--- src/rtl/sync_fifo_pkg.sv ---
// Shared defaults for the single-clock FIFO.
// Holds word width, depth, pointer width and half threshold.
package sync_fifo_pkg;

   localparam int FIFO_WIDTH = 8;
   localparam int FIFO_DEPTH = 16;
   localparam int FIFO_BITS  = 4;
   localparam int FIFO_HALF  = FIFO_DEPTH / 2;

   // Next pointer value; wraps naturally at 2**bits.
   function automatic logic [FIFO_BITS-1:0] ptr_next(
      input logic [FIFO_BITS-1:0] ptr
   );
      ptr_next = ptr + {{(FIFO_BITS-1){1'b0}}, 1'b1};
   endfunction

endpackage

--- src/rtl/sync_fifo_mem.sv ---
// Dual-port register array: synchronous write, addressed read.
// Ports: clock, wr_en/wr_addr/wr_data, rd_addr -> rd_data.
module sync_fifo_mem
   import sync_fifo_pkg::*;
#(
   parameter int WIDTH = FIFO_WIDTH,
   parameter int BITS  = FIFO_BITS
) (
   input  logic             clock,
   input  logic             wr_en,
   input  logic [BITS-1:0]  wr_addr,
   input  logic [WIDTH-1:0] wr_data,
   input  logic [BITS-1:0]  rd_addr,
   output logic [WIDTH-1:0] rd_data
);

   logic [WIDTH-1:0] mem [2**BITS];

   // Storage is never reset; occupancy tracking makes stale words invisible.
   always_ff @(posedge clock) begin
      if (wr_en) begin
         mem[wr_addr] <= wr_data;
      end
   end

   assign rd_data = mem[rd_addr];

endmodule

--- src/rtl/sync_fifo.sv ---
// Single-clock FIFO with active-low strobes and registered read data.
// Ports: clock, reset, data_in, read_n, write_n -> data_out, full, empty, half, counter.
module sync_fifo
   import sync_fifo_pkg::*;
#(
   parameter int FIFO_WIDTH = sync_fifo_pkg::FIFO_WIDTH,
   parameter int FIFO_DEPTH = sync_fifo_pkg::FIFO_DEPTH,
   parameter int FIFO_BITS  = sync_fifo_pkg::FIFO_BITS,
   parameter int FIFO_HALF  = sync_fifo_pkg::FIFO_HALF
) (
   input  logic                  clock,
   input  logic                  reset,
   input  logic [FIFO_WIDTH-1:0] data_in,
   input  logic                  read_n,
   input  logic                  write_n,
   output logic [FIFO_WIDTH-1:0] data_out,
   output logic                  full,
   output logic                  empty,
   output logic                  half,
   output logic [FIFO_BITS:0]    counter
);

   localparam logic [FIFO_BITS:0] CNT_FULL = FIFO_DEPTH[FIFO_BITS:0];
   localparam logic [FIFO_BITS:0] CNT_HALF = FIFO_HALF[FIFO_BITS:0];
   localparam logic [FIFO_BITS:0] CNT_ONE  = {{FIFO_BITS{1'b0}}, 1'b1};
   localparam logic [FIFO_BITS-1:0] PTR_ONE = {{(FIFO_BITS-1){1'b0}}, 1'b1};

   logic [FIFO_BITS-1:0]  rd_ptr;
   logic [FIFO_BITS-1:0]  wr_ptr;
   logic [FIFO_WIDTH-1:0] mem_data;
   logic                  wr_ok;
   logic                  rd_ok;

   // Status flags decode the registered count directly.
   assign empty = (counter == '0);
   assign full  = (counter == CNT_FULL);
   assign half  = (counter >= CNT_HALF);

   // A read at empty never sees the same-cycle write (no read-through),
   // and a write at full is dropped even when a read frees a slot.
   assign wr_ok = !write_n && !full && !reset;
   assign rd_ok = !read_n && !empty && !reset;

   sync_fifo_mem #(
      .WIDTH (FIFO_WIDTH),
      .BITS  (FIFO_BITS)
   ) u_mem (
      .clock   (clock),
      .wr_en   (wr_ok),
      .wr_addr (wr_ptr),
      .wr_data (data_in),
      .rd_addr (rd_ptr),
      .rd_data (mem_data)
   );

   always_ff @(posedge clock) begin
      if (reset) begin
         rd_ptr   <= '0;
         wr_ptr   <= '0;
         counter  <= '0;
         data_out <= '0;
      end else begin
         if (wr_ok) begin
            wr_ptr <= wr_ptr + PTR_ONE;
         end
         if (rd_ok) begin
            rd_ptr   <= rd_ptr + PTR_ONE;
            data_out <= mem_data;
         end
         unique case ({wr_ok, rd_ok})
            2'b10:   counter <= counter + CNT_ONE;
            2'b01:   counter <= counter - CNT_ONE;
            default: counter <= counter;
         endcase
      end
   end

endmodule

--- config.mk ---
export PLATFORM = sky130hd
export DESIGN_NAME = sync_fifo
export DESIGN_NICKNAME = d
export VERILOG_FILES = /design/src/rtl/sync_fifo_pkg.sv /design/src/rtl/sync_fifo_mem.sv /design/src/rtl/sync_fifo.sv
export SDC_FILE = /design/constraint.sdc
export NUM_CORES = 1
export LEC_CHECK = 0
export CAP_MARGIN = 20
export CORE_ASPECT_RATIO = 1.5
export CORE_MARGIN = 2
export CORE_UTILIZATION = 50
export DETAILED_ROUTE_END_ITERATION = 12
export PLACE_DENSITY = 0.68
export SETUP_SLACK_MARGIN = 0.5
export SKIP_LAST_GASP = 1
export SYNTH_ARGS = -nofsm -noshare
export SYNTH_HDL_FRONTEND = slang
export SYNTH_SLANG_ARGS = --single-unit
--- constraint.sdc ---
create_clock -name clock -period 3.4 [get_ports clock]
set_input_delay 0.34 -clock clock [delete_from_list [all_inputs] [get_ports clock]]
set_output_delay 0.34 -clock clock [all_outputs]
set_load 0.02 [all_outputs]
[Word level (Yosys, flattened, before mapping)]
Memories as Yosys holds them, arrays and structs flattened. A register that Yosys moved wholly into a read port is not among the register bits.
Cells that the tools add are included.
Storage, ports and cells
  input bits: 12
  output and inout bits: 16
  RAM bits: 128
  register bits after elaboration: 13
  memories: 1
Operators by class
  add/sub/neg operators: 4
  reduce and logical (&&, ||, !) cells: 11
  equal/unequal tests: 3
  $lt $le $gt $ge: 1
  muxes and demuxes: 3
Memory list
  u_mem.mem: depth 16, width 8, rd ports 1, clocked after Yosys merged registers in 1, write ports 1, line sync_fifo_mem.sv:17  | logic [WIDTH-1:0] mem [2**BITS];
Operators by type and width (count)
  $pmux 5 s2: 1
  $add 4x1->4 const B: 2
  $add 5x1->5 const B: 1
  $eq 5x5->1 const B: 1
  $ge 5x4->1 const B: 1
  $logic_not 1->1: 5
  $logic_not 5->1: 1
  $sub 5x1->5 const B: 1
  $logic_and 1x1->1: 4
  $eq 2x1->1 const B: 1
  $eq 2x2->1 const B: 1
  $mux 1: 2
  $reduce_bool 2->1: 1

[Longest topological paths before layout]
Gate-level depths: netlist of run 1.
  depth in word-level cells: 6
  mapped depth: 11

[Hierarchy]
From an unflattened synthesis of run 1, not the netlist that was laid out.
Unflattened totals
  cell total of the unflattened synthesis: 333
  area, all modules: 6018.3 sq um
By module, submodules not included
  sync_fifo_mem: sequential area each 3843.7 sq um, area an instance 4987.3 sq um, times used 1, cells each 221
  sync_fifo: sequential area each 420.4 sq um, area an instance 1031.0 sq um, times used 1, cells each 112

[Least setup slack after synthesis of run 1]
OpenSTA, ideal clock, no wires.
  kind: reg2reg
  start point: register counter[1]
  end point: register counter[4]
  setup time: 121 ps
  clock period less this slack: 3111 ps
  stages on the path, launching flop included: 12
  slack: 289 ps
  data arrival time: 2990 ps
  required time: 3279 ps
  path through: dfxtp_1 -> or4_1 -> buf_4 -> o21ai_4 -> buf_4 -> nor2_1 -> ha_1 -> fa_1 -> a21o_1 -> a21oi_1 -> mux2i_1 -> mux2_2
Between the ends
  longest elaborated chain between the ends: 6
  elaborated cells on any way between the ends: 14
  classes of those cells: 2 x add/sub; 3 x eq/ne; 1 x mux; 8 x reduce/logical
RTL lines
  start, declared: line sync_fifo.sv:20  | output logic [FIFO_BITS:0] counter
  start signal, assigned: line sync_fifo.sv:71  | 2'b10: counter <= counter + CNT_ONE;
  start signal, assigned: line sync_fifo.sv:72  | 2'b01: counter <= counter - CNT_ONE;
  start signal, assigned: line sync_fifo.sv:73  | default: counter <= counter;
  $logic_not 5->1 *: line sync_fifo.sv:35  | assign empty = (counter == '0);
  $logic_not 1->1 *: line sync_fifo.sv:42  | assign rd_ok = !read_n && !empty && !reset;
  $logic_and 1x1->1 * (2 in series): line sync_fifo.sv:42
  named net rd_ok: line sync_fifo.sv:32  | logic rd_ok;
  $eq 2x1->1 or $eq 2x2->1 (tied branches): line sync_fifo.sv:70  | unique case ({wr_ok, rd_ok})
  $pmux 5 s2 or $reduce_bool 2->1 (tied branches)
Mark *: on every way through the listed nets, which the timed path passes. The rest lies on a longest branch.
A chain may end at the register's enable or synchronous reset.

[Worst setup path in the final report of run 1]
Ends and elaborated chain as after synthesis.

==> flow_metrics.tcl, run 1 <==
set metrics [dict create \
    ctsLongestPathBuffers 2 \
    fmax_ghz 0.3573 \
    p_total_mw 4.170 \
    outcome "complete, no violations" \
    insertion_delay_ps 410 \
    power_density_nw_per_um2 587.0 \
    m1WireLength_um 4612 \
    cp.arrival_ps 3100 \
    cts_max_level 4 \
    antennaDiodeCount 0 \
    dr_wl_met3_um 454 \
    crit_path_end_kind "flip-flop" \
    ys_top_cells_by_area "sky130_fd_sc_hd__edfxtp_1, sky130_fd_sc_hd__mux4_2, sky130_fd_sc_hd__dfxtp_1" \
    tritoncts_clock_tree "done" \
    cellInternalPower_mw 3.203 \
    synth-seq-cells 149 \
    rows 48 \
    wl_met2_um 6415 \
    timing.critical_path.from_type "flip-flop" \
    synthToLayoutAreaGrowth_pct 18.76 \
    tritoncts_num_sinks 149 \
    nets 396 \
    post_layout_nonfiller_instances 537 \
    multi_input_area_um2 1619 \
    ys_seq_area_frac 0.7128 \
    grt_antenna_before_repair 0 \
    dieArea_um2 12870 \
    total_switching_power_mw 0.9669 \
    viasPerCell 5.644 \
    first_iteration_detailed_routing_drc_count 204 \
    setup_viol 0 \
    drt-pass1-iter-count 4 \
    synthCells 326 \
    finalWeightedCongestion 0.7678 \
    critical_path_required_ps 3700 \
    die_height_um 138.0 \
    maximum_number_of_pins_on_one_net_before_global_route_repair 36 \
    layout-drive-gt1-share 0.2558 \
    core_area_um2 11590 \
    cap_viol_max_count 0 \
    clk_transition_reported_paths_ps 60 \
    drt-total-wl_um 11700 \
    drt_antenna_net_count 0 \
    worst_hold_path_type "reg2reg" \
    swShare 0.2318 \
    netlist.area_leader.share 0.6425 \
    finalCriticalPeriod_ps 2799 \
    worst_path_max_delay_cell "sky130_fd_sc_hd__or4_4" \
    post-route-drc-count 0 \
    wl_per_cell_um 21.79 \
    critical_path_class "reg2reg" \
    syn_area_um2 5982 \
    die_width_um 93.31 \
    finalClockSkew_ps 9.233 \
    floorplan.io_pins 28 \
    postSynthNetCount 348 \
    critPathMaxFanout 6 \
    slowest_delay_ps 620 \
    slew_violations 0 \
    timing.hold.worst.start "data_out[2]" \
    grt_overflow_total 0 \
    sequential_share_of_power 0.496 \
    tightest_slew_ps 953.5 \
    fin_tns_setup_ps 0 \
    synthesis.yosys.warnings 0 \
    worst_r2r_startpoint "counter[1]" \
    comb_power_share 0.089 \
    top_layer_used "met4" \
    critPathLaunch "counter[1]" \
    grt_pass1_wl_um 18170 \
    crit_path_cell_trace "or4_4, o21ai_4, nor2_1, ha_2, fa_2, a21o_1, a21oi_2, mux2i_1, mux2_2" \
    timing.final.crit_share 0.8233 \
    routed-via-count 3031 \
    clock_root_buffer "sky130_fd_sc_hd__clkbuf_16" \
    p_clk_frac 0.414 \
    placed_cells_incl_taps 505 \
    start_util 0.5161 \
    postCtsSetupBuffers 0 \
    grt_util_all_layers 0.2022 \
    filler_cell_count 820 \
    yosys.area.top_type "sky130_fd_sc_hd__edfxtp_1" \
    cts-hold-fix-buffers 0 \
    unrepaired_setup_endpoints_after_global_routing "no" \
    slew_headroom 0.3620 \
    finalHoldViolCount 0 \
    cts_buffers 17 \
    grt_pass1_vias 3152 \
    dp.final_hpwl_um 7517 \
    power.static_leakage_nw 2.324 \
    syn_area_per_cell_um2 18.35 \
    seqCellArea_um2 4268 \
    max-vdd-ir-drop_uv 388.2 \
    synth.lib_cells_used.distinct 33 \
    placement.io_buffers 27 \
    holdWs_ps 506.4 \
]
-- per-stage QoR --
step	instance area, µm²	worst slack [ps]	utilization
global route	7104	482.7	0.6129
global placement	6530	564.9	0.5634
CTS	7096	619.8	0.6122
floorplan	5997	503.3	-
finish	7104	600.9	0.6129
detailed placement	6530	475.6	0.5634
-- placed cells by master (no fill, tap or decap), drive strengths merged, types with 5 or more instances in the layout --
cell	count
buf	22
edfxtp	128
mux4	32
nor2	30
mux2i	20
clkinv	7
dfxtp	21
ha	9
o221ai	8
xor2	5
inv	11
clkbuf	17
nand3	11
clkdlybuf4s50	27
-- routing by layer --
| metal | GRT usage | vias up |
|---|---|---|
| met2 | 0.3409 | 77 |
| met1 | 0.2492 | 1558 |
| met5 | 0 | - |
| li1 | - | 1385 |
| met4 | 0.08415 | 0 |
| met3 | 0.05163 | 11 |
-- registers in the layout (all words and copies together) (netlist names) --
signal     count
wr_ptr         4
u_mem.mem    128
data_out       8
counter        5
rd_ptr         4
-- final cells by class --
type,instances,share of cell area
inverters,7,0.003698
multi-input cells,150,0.2279
repair buffers,49,0.06305
flip-flops and latches,149,0.6007
clock buffers,17,0.05988
clock inverters,15,0.01832
well taps,150,0.02642
-- worst max-delay path, delay by kind of cell (launching register included) --
kind	cells	cell delay [ps]
simple gates	2	680
mux	2	580
compound gates	3	490
fa+ha+maj	2	580
flops	1	370
-- worst paths after layout --
check / end / slack (ps) / cells after the start
worst max-delay path: counter[4] / 600 / 9
worst min-delay path: data_out[2] / 510 / 2
worst max register to register: counter[4] / 600 / 9
worst min register to register: data_out[2] / 510 / 2
-- logic make-up after synthesis --
logic type,Yosys count,share of synthesized area
flops,149,0.7128
simple gates,56,0.04142
mux,53,0.1558
buf+inv,27,0.02113
compound gates,22,0.03347
fa+ha+maj,10,0.02217
xor+xnor,9,0.01318
-- power groups by stage --
stage	combinational, mW	clock (mW)	sequential (mW)
after detailed placement	0.368	0	2.11
after floorplan	0.226	0	2.10
after global placement	0.362	0	2.10
final	0.373	1.73	2.07
after CTS	0.376	1.76	2.07
after global routing	0.405	1.84	2.07
-- timing repair --
action / CTS / global route
cloned: 0 / 0
gates resized for setup: 2 / 1
endpoints found under the setup margin: 1 / 1
hold endpoints to repair: 0 / 0
-- cells in the mapped netlist, drive strengths merged --
cell type,count
nand2b,2
xnor2,4
o221ai,8
ha,9
inv,7
o31ai,1
o211ai,1
o2111ai,2
nand2,4
or2,1
dfxtp,21
mux2i,20
mux4,32
edfxtp,128
nor4,1
nor2,30
or3,1
a21o,2
nand3,11
xor2,5
a21oi,4
nor2b,1
buf,11
o21ai,1
or4,1
mux2,1
fa,1
clkbuf,9
nor3,4
a211oi,3
Power figures use the tool's default switching activity.
==> inputs of run 2 (changes only) <==
--- a/config.mk
+++ b/config.mk
@@ -10,7 +10,7 @@
 export CORE_MARGIN = 2
 export CORE_UTILIZATION = 50
 export DETAILED_ROUTE_END_ITERATION = 12
-export PLACE_DENSITY = 0.68
+export PLACE_DENSITY = 0.71
 export SETUP_SLACK_MARGIN = 0.5
 export SKIP_LAST_GASP = 1
 export SYNTH_ARGS = -nofsm -noshare
==> constraint.sdc (replaced) <==
create_clock -name clock -period 2.47 [get_ports clock]
set_input_delay 0.247 -clock clock [delete_from_list [all_inputs] [get_ports clock]]
set_output_delay 0.247 -clock clock [all_outputs]
set_load 0.02 [all_outputs]
==> run 2 against run 1 <==
  * The flow now finishes with violations (setup timing)
  * Clock power increased by 37%
  * Wire length grew 1.7%
  * Register-to-register slack got worse by 700 ps
  * First-iteration DRC count up 15%
  * Combinational power rose by 74%
  * Sequential power rose by 36%
  * Non-clock buffer count increased by 23
  * Sequential cell count did not move
  * Clock skew grew 2.1 ps
  * Cell area grew 4.7%
  * Fmax increased by 8.8%
  * Via count increased by 4.0%
  * Highest routed layer unchanged
==> flow_metrics.tcl, run 2 (synthesis gave the netlist of run 1 again) <==
set metrics [dict create \
    worst_path_max_delay_cell "sky130_fd_sc_hd__or4_4" \
    critical_path_class "reg2reg" \
    clock_root_buffer "sky130_fd_sc_hd__clkbuf_16" \
    tritoncts_clock_tree "done" \
    fmax_ghz 0.3886 \
    core_area_um2 11590 \
    die_width_um 93.31 \
    critPathLaunch "counter[1]" \
    routed-via-count 3153 \
    unrepaired_setup_endpoints_after_global_routing "yes" \
    reg_top3 "u_mem.mem: 128 flops, data_out: 8 flops, counter: 5 flops" \
    critPathMaxFanout 3 \
    cts_max_level 4 \
    insertion_delay_ps 410 \
    cts-hold-fix-buffers 0 \
    die_height_um 138.0 \
    floorplan.io_pins 28 \
    max-vdd-ir-drop_uv 578.6 \
    setup_viol 2 \
    crit_path_end_kind "flip-flop" \
    layout_common_cells "sky130_fd_sc_hd__edfxtp_1, sky130_fd_sc_hd__buf_4, sky130_fd_sc_hd__mux4_2, sky130_fd_sc_hd__clkdlybuf4s50_1, sky130_fd_sc_hd__mux2i_1" \
    crit_cells 9 \
    top_family_by_delay_on_critical_path "simple AND/OR/NAND/NOR gates" \
    holdWs_ps 487.5 \
    nets 419 \
    drt-pass1-iter-count 4 \
    dp.final_hpwl_um 7892 \
    crit_end "counter[4]" \
    slowest_delay_ps 530 \
    worst_hold_path_type "reg2reg" \
    cap_viol_max_count 0 \
    synthToLayoutAreaGrowth_pct 24.37 \
    viasPerCell 5.630 \
    dieArea_um2 12870 \
    crit_path_cell_trace "or4_4, o21ai_4, nor2_4, ha_4, fa_2, a21o_1, a21oi_2, mux2i_1, mux2_2" \
    layout-drive-gt1-share 0.3512 \
    drt_antenna_net_count 0 \
    seqCellArea_um2 4270 \
    maximum_number_of_pins_on_one_net_before_global_route_repair 36 \
    timing.final.crit_share 1.042 \
    finalCriticalPeriod_ps 2573 \
    slew_violations 0 \
    critical_path_required_ps 2780 \
    finalWeightedCongestion 0.8117 \
    clk_transition_reported_paths_ps 60 \
    grt_util_all_layers 0.2038 \
    grt_pass1_vias 3393 \
    reg2regPathDepth 9 \
    largest_register "u_mem.mem" \
    violations "setup timing" \
    cp.arrival_ps 2880 \
    power.static_leakage_nw 2.458 \
    ctsLongestPathBuffers 2 \
    slew_headroom 0.6260 \
    multi_input_area_um2 1744 \
    finalHoldViolCount 0 \
    start_util 0.5161 \
    worstPathBufferInverterCount 0 \
    grt_antenna_before_repair 0 \
    placement.io_buffers 27 \
    finalWorstSetupSlack_ps -103.4 \
    tritoncts_num_sinks 149 \
    pre_cts_setup_slack_ps -173.2 \
    drt-total-wl_um 11900 \
    worst_r2r_startpoint "counter[1]" \
    rows 48 \
    grt_overflow_total 0 \
    outcome "finished with violations" \
    finalClockSkew_ps 11.35 \
    first_iteration_detailed_routing_drc_count 234 \
    timing.critical_path.from_type "flip-flop" \
    tightest_slew_ps 559.2 \
    wl_per_cell_um 21.25 \
    filler_cell_count 796 \
    grt_pass1_wl_um 18690 \
    placed_area_um2 6741 \
    rrSetupSlack_ps -100 \
    cell_area_after_layout_um2 7440 \
    post_layout_nonfiller_instances 560 \
    power_density_nw_per_um2 783.5 \
    antennaDiodeCount 0 \
    cts_buffers 17 \
    post-route-drc-count 0 \
    layout.cells.most_common "sky130_fd_sc_hd__edfxtp_1" \
    placed_cells_incl_taps 518 \
    largest_register_ffs 128 \
    reg2reg_to "counter[4]" \
]
-- run 2: changes by cell type in the layout (fill, tap and decap cells not counted), sizes merged, moves of 3 or more --
cell	before	now
clkinv	7	4
inv	11	15
clkdlybuf4s50	27	24
buf	22	47
-- run 2: timing repair --
| item | in CTS | in global routing |
|---|---|---|
| pin swaps | 6 | 5 |
| endpoints found under the setup margin | 93 | 122 |
| setup buffers | 6 | 4 |
| gates cloned | 0 | 0 |
| gates resized for setup | 18 | 3 |
-- run 2: layer usage --
| layer | vias to the layer above | global-route usage | share of wire |
|---|---|---|---|
| met5 | - | 0 | 0 |
| met4 | 0 | 0.07516 | 0.018 |
| met3 | 15 | 0.05217 | 0.035 |
| met2 | 73 | 0.3581 | 0.55 |
| met1 | 1624 | 0.2416 | 0.39 |
| li1 | 1441 | - | - |
-- run 2: tightest hold or removal path, stage by stage, from the launching register on --
cell	delay, ps
sky130_fd_sc_hd__dfxtp_1	320
sky130_fd_sc_hd__nand3_1	70
sky130_fd_sc_hd__o221ai_1	60
-- run 2: how the worst min path moves through the flow --
stage	startpoint	depth (start not counted)	end
after CTS	data_out[7]	2	data_out[7]
after global routing	data_out[7]	2	data_out[7]
after global placement	data_out[7]	2	data_out[7]
final	data_out[7]	2	data_out[7]
after detailed placement	data_out[7]	2	data_out[7]
after floorplan	data_in[0]	0	u_mem.mem[0][0]
-- run 2: cell type report --
cell class,instances,share of cell area
Multi-Input combinational cell,150,0.2344
Timing Repair Buffer,72,0.08796
Clock buffer,18,0.05903
Inverter,7,0.003532
Tap cell,150,0.02523
Sequential cell,149,0.5740
Clock inverter,14,0.01581
-- run 2: through the flow --
stage / power (mW) / TNS, ps / utilization
global placement: 3.455 / -103.6 / 0.5816
floorplan: 3.237 / -408.3 / -
detailed placement: 3.473 / -173.2 / 0.5816
global route: 6.037 / -457.6 / 0.6418
CTS: 5.859 / -198.8 / 0.6378
finish: 5.829 / -145.4 / 0.6418
-- run 2: power breakdown --
part	internal, mW	switching [mW]	total, mW
Clock	1.34	1.03	2.37
Sequential	2.78	0.0308	2.81
Combinational	0.311	0.338	0.649
Total	4.43	1.39	5.83
==> inputs of run 3 (changes only) <==
--- a/config.mk
+++ b/config.mk
@@ -8,11 +8,13 @@
 export CAP_MARGIN = 20
 export CORE_ASPECT_RATIO = 1.5
 export CORE_MARGIN = 2
-export CORE_UTILIZATION = 50
+export CORE_UTILIZATION = 54
 export DETAILED_ROUTE_END_ITERATION = 12
-export PLACE_DENSITY = 0.71
+export PLACE_DENSITY = 0.75
 export SETUP_SLACK_MARGIN = 0.5
 export SKIP_LAST_GASP = 1
+export SLEW_MARGIN = 0
 export SYNTH_ARGS = -nofsm -noshare
 export SYNTH_HDL_FRONTEND = slang
 export SYNTH_SLANG_ARGS = --single-unit
+export TNS_END_PERCENT = 30
==> run 3 against run 2 <==
  * First-iteration DRC count is 7.7% lower
  * Combinational power shrank 0.6%
  * Largest power group unchanged
  * Count of clock-buffer cells in the layout is 2 higher
  * Largest cell class unchanged
  * Die area shrank 7.1%
  * Highest routed layer unchanged
  * Register-to-register slack worse by 40 ps
  * Worst setup slack worse by 37 ps
  * Clock power is 18% higher
  * Final cell count decreased by 0.89%
  * The run still ends with setup timing left
  * Wire length increased by 1.7%
  * Non-clock buffer count decreased by 2
  * Hold slack improved by 17 ps
==> flow_metrics.tcl, run 3 (synthesis gave the netlist of run 1 again) <==
set metrics [dict create \
    crit_path_end_kind "flip-flop" \
    drt_antenna_net_count 0 \
    layout_common_cells "sky130_fd_sc_hd__edfxtp_1, sky130_fd_sc_hd__buf_4, sky130_fd_sc_hd__mux4_2, sky130_fd_sc_hd__nor2_1, sky130_fd_sc_hd__clkdlybuf4s50_1" \
    power.static_leakage_nw 2.490 \
    rows 47 \
    dp.final_hpwl_um 7679 \
    die_width_um 89.94 \
    core_area_um2 10940 \
    finalClockSkew_ps 12.70 \
    cts_max_level 4 \
    worst_r2r_startpoint "counter[1]" \
    insertion_delay_ps 420 \
    cp.arrival_ps 2910 \
    synthToLayoutAreaGrowth_pct 25.20 \
    slew_violations 0 \
    grt_pass1_wl_um 18250 \
    wl_per_cell_um 21.80 \
    violations "setup timing" \
    slowest_delay_ps 550 \
    max-vdd-ir-drop_uv 611.6 \
    first_iteration_detailed_routing_drc_count 216 \
    grt_antenna_before_repair 0 \
    reg2regPathDepth 9 \
    cap_viol_max_count 0 \
    grt_util_all_layers 0.2102 \
    nets 417 \
    maximum_number_of_pins_on_one_net_before_global_route_repair 36 \
    critPathMaxFanout 4 \
    tritoncts_num_sinks 149 \
    ctsLongestPathBuffers 2 \
    drt-pass1-iter-count 4 \
    worstHoldEndpoint "data_out[2]" \
    unrepaired_setup_endpoints_after_global_routing "yes" \
    post-route-drc-count 0 \
    drt-total-wl_um 12100 \
    die_height_um 132.9 \
    power_density_nw_per_um2 836.3 \
    crit_path_cell_trace "or4_4, o21ai_4, nor2_4, ha_4, fa_2, a21o_1, a21oi_2, mux2i_1, mux2_2" \
    slew_headroom 0.4202 \
    largest_register_ffs 128 \
    dieArea_um2 11950 \
    clock_root_buffer "sky130_fd_sc_hd__clkbuf_16" \
    largest_register "u_mem.mem" \
    timing.final.crit_share 1.057 \
    tightest_slew_ps 866.5 \
    grt_pass1_vias 3306 \
    reg_top3 "u_mem.mem: 128 flops, data_out: 8 flops, counter: 5 flops" \
    finalWorstSetupSlack_ps -140.5 \
    outcome "finished with violations" \
    post_layout_nonfiller_instances 555 \
    floorplan.io_pins 28 \
    rrSetupSlack_ps -140 \
    timing.hold.worst.start "data_out[2]" \
    layout-drive-gt1-share 0.3211 \
    finalHoldViolCount 0 \
    start_util 0.5469 \
    critical_path_class "reg2reg" \
    layout.cells.most_common "sky130_fd_sc_hd__edfxtp_1" \
    critical_path_required_ps 2770 \
    cts-hold-fix-buffers 0 \
    holdWs_ps 504.0 \
    grt_overflow_total 0 \
    antennaDiodeCount 0 \
    cts_buffers 17 \
    fmax_ghz 0.3831 \
    filler_cell_count 727 \
    clk_transition_reported_paths_ps 60 \
    setup_viol 3 \
    placement.io_buffers 27 \
    reg2reg_to "counter[4]" \
    worst_path_max_delay_cell "sky130_fd_sc_hd__or4_4" \
    routed-via-count 3199 \
    timing.critical_path.from_type "flip-flop" \
    viasPerCell 5.764 \
    placed_cells_incl_taps 515 \
    tritoncts_clock_tree "done" \
    worst_hold_path_type "reg2reg" \
    finalCriticalPeriod_ps 2610 \
    min_delay_path_depth 2 \
    finalWeightedCongestion 0.7869 \
]
run 3: cell types whose count changed in the layout (fill, tap and decap cells not counted), sizes merged:
cell	previous run	this run
dlygate4sd2	1	0
buf	47	45
clkinv	4	3
clkbuf	18	20
inv	15	9
bufinv	0	5
clkdlybuf4s50	24	25
run 3: how the worst max path moves through the flow:
| stage | slack, ps | startpoint | endpoint | depth (start not counted) |
|---|---|---|---|---|
| finish | -140 | counter[1] | counter[4] | 9 |
| global route | -240 | counter[1] | counter[4] | 9 |
| CTS | -140 | counter[1] | counter[4] | 9 |
| detailed placement | -230 | counter[1] | counter[4] | 9 |
| global placement | -100 | counter[1] | counter[4] | 9 |
| floorplan | -410 | counter[1] | counter[4] | 11 |
run 3: per-stage QoR:
step	power [mW]	setup TNS, ps	util	setup WS, ps	area [µm²]
6_report	6.264	-209.8	0.6847	-140.5	7490
5_1_grt	6.452	-494.8	0.6847	-244.7	7490
4_1_cts	6.296	-255.1	0.6797	-138.3	7435
3_5_place_dp	3.466	-301.0	0.6139	-231.2	6715
3_3_place_gp	3.447	-103.6	0.6139	-103.6	6715
2_1_floorplan	3.236	-408.3	-	-408.3	6102
run 3: critical path: cells and delay by family, from the launching register on:
kind	cells	cell delay [ps]
AOI/OAI and AO/OA	3	480
adders and majority gates	2	520
DFF	1	340
muxes	2	550
and+or+nand+nor	2	600
run 3: layer usage:
metal	vias up	track usage	wire length, µm
li1	1435	-	-
met1	1639	0.2364	4392
met2	107	0.3767	6792
met3	18	0.05638	705
met4	0	0.09060	207
met5	-	0	0
run 3: final cells by class:
cell class,instances,area (µm²),area share
sequential,149,4270,0.5702
multi-input combinational,150,1719,0.2295
timing repair buffer,70,633.1,0.08453
clock buffer,20,456.7,0.06098
clock inverter,12,200.2,0.02673
tap,147,183.9,0.02456
inverter,7,26.28,0.003508
run 3: repair_timing:
item                                    CTS  global route
setup buffers                             5             3
cloned                                    0             0
pin swaps                                 9             7
endpoints found under the setup margin  117            82
resized for setup                        15             2
run 3: power breakdown:
part / switching [mW] / internal, mW / total, mW
Sequential: 0.0333 / 2.78 / 2.82
Clock: 0.955 / 1.85 / 2.80
Combinational: 0.335 / 0.309 / 0.645
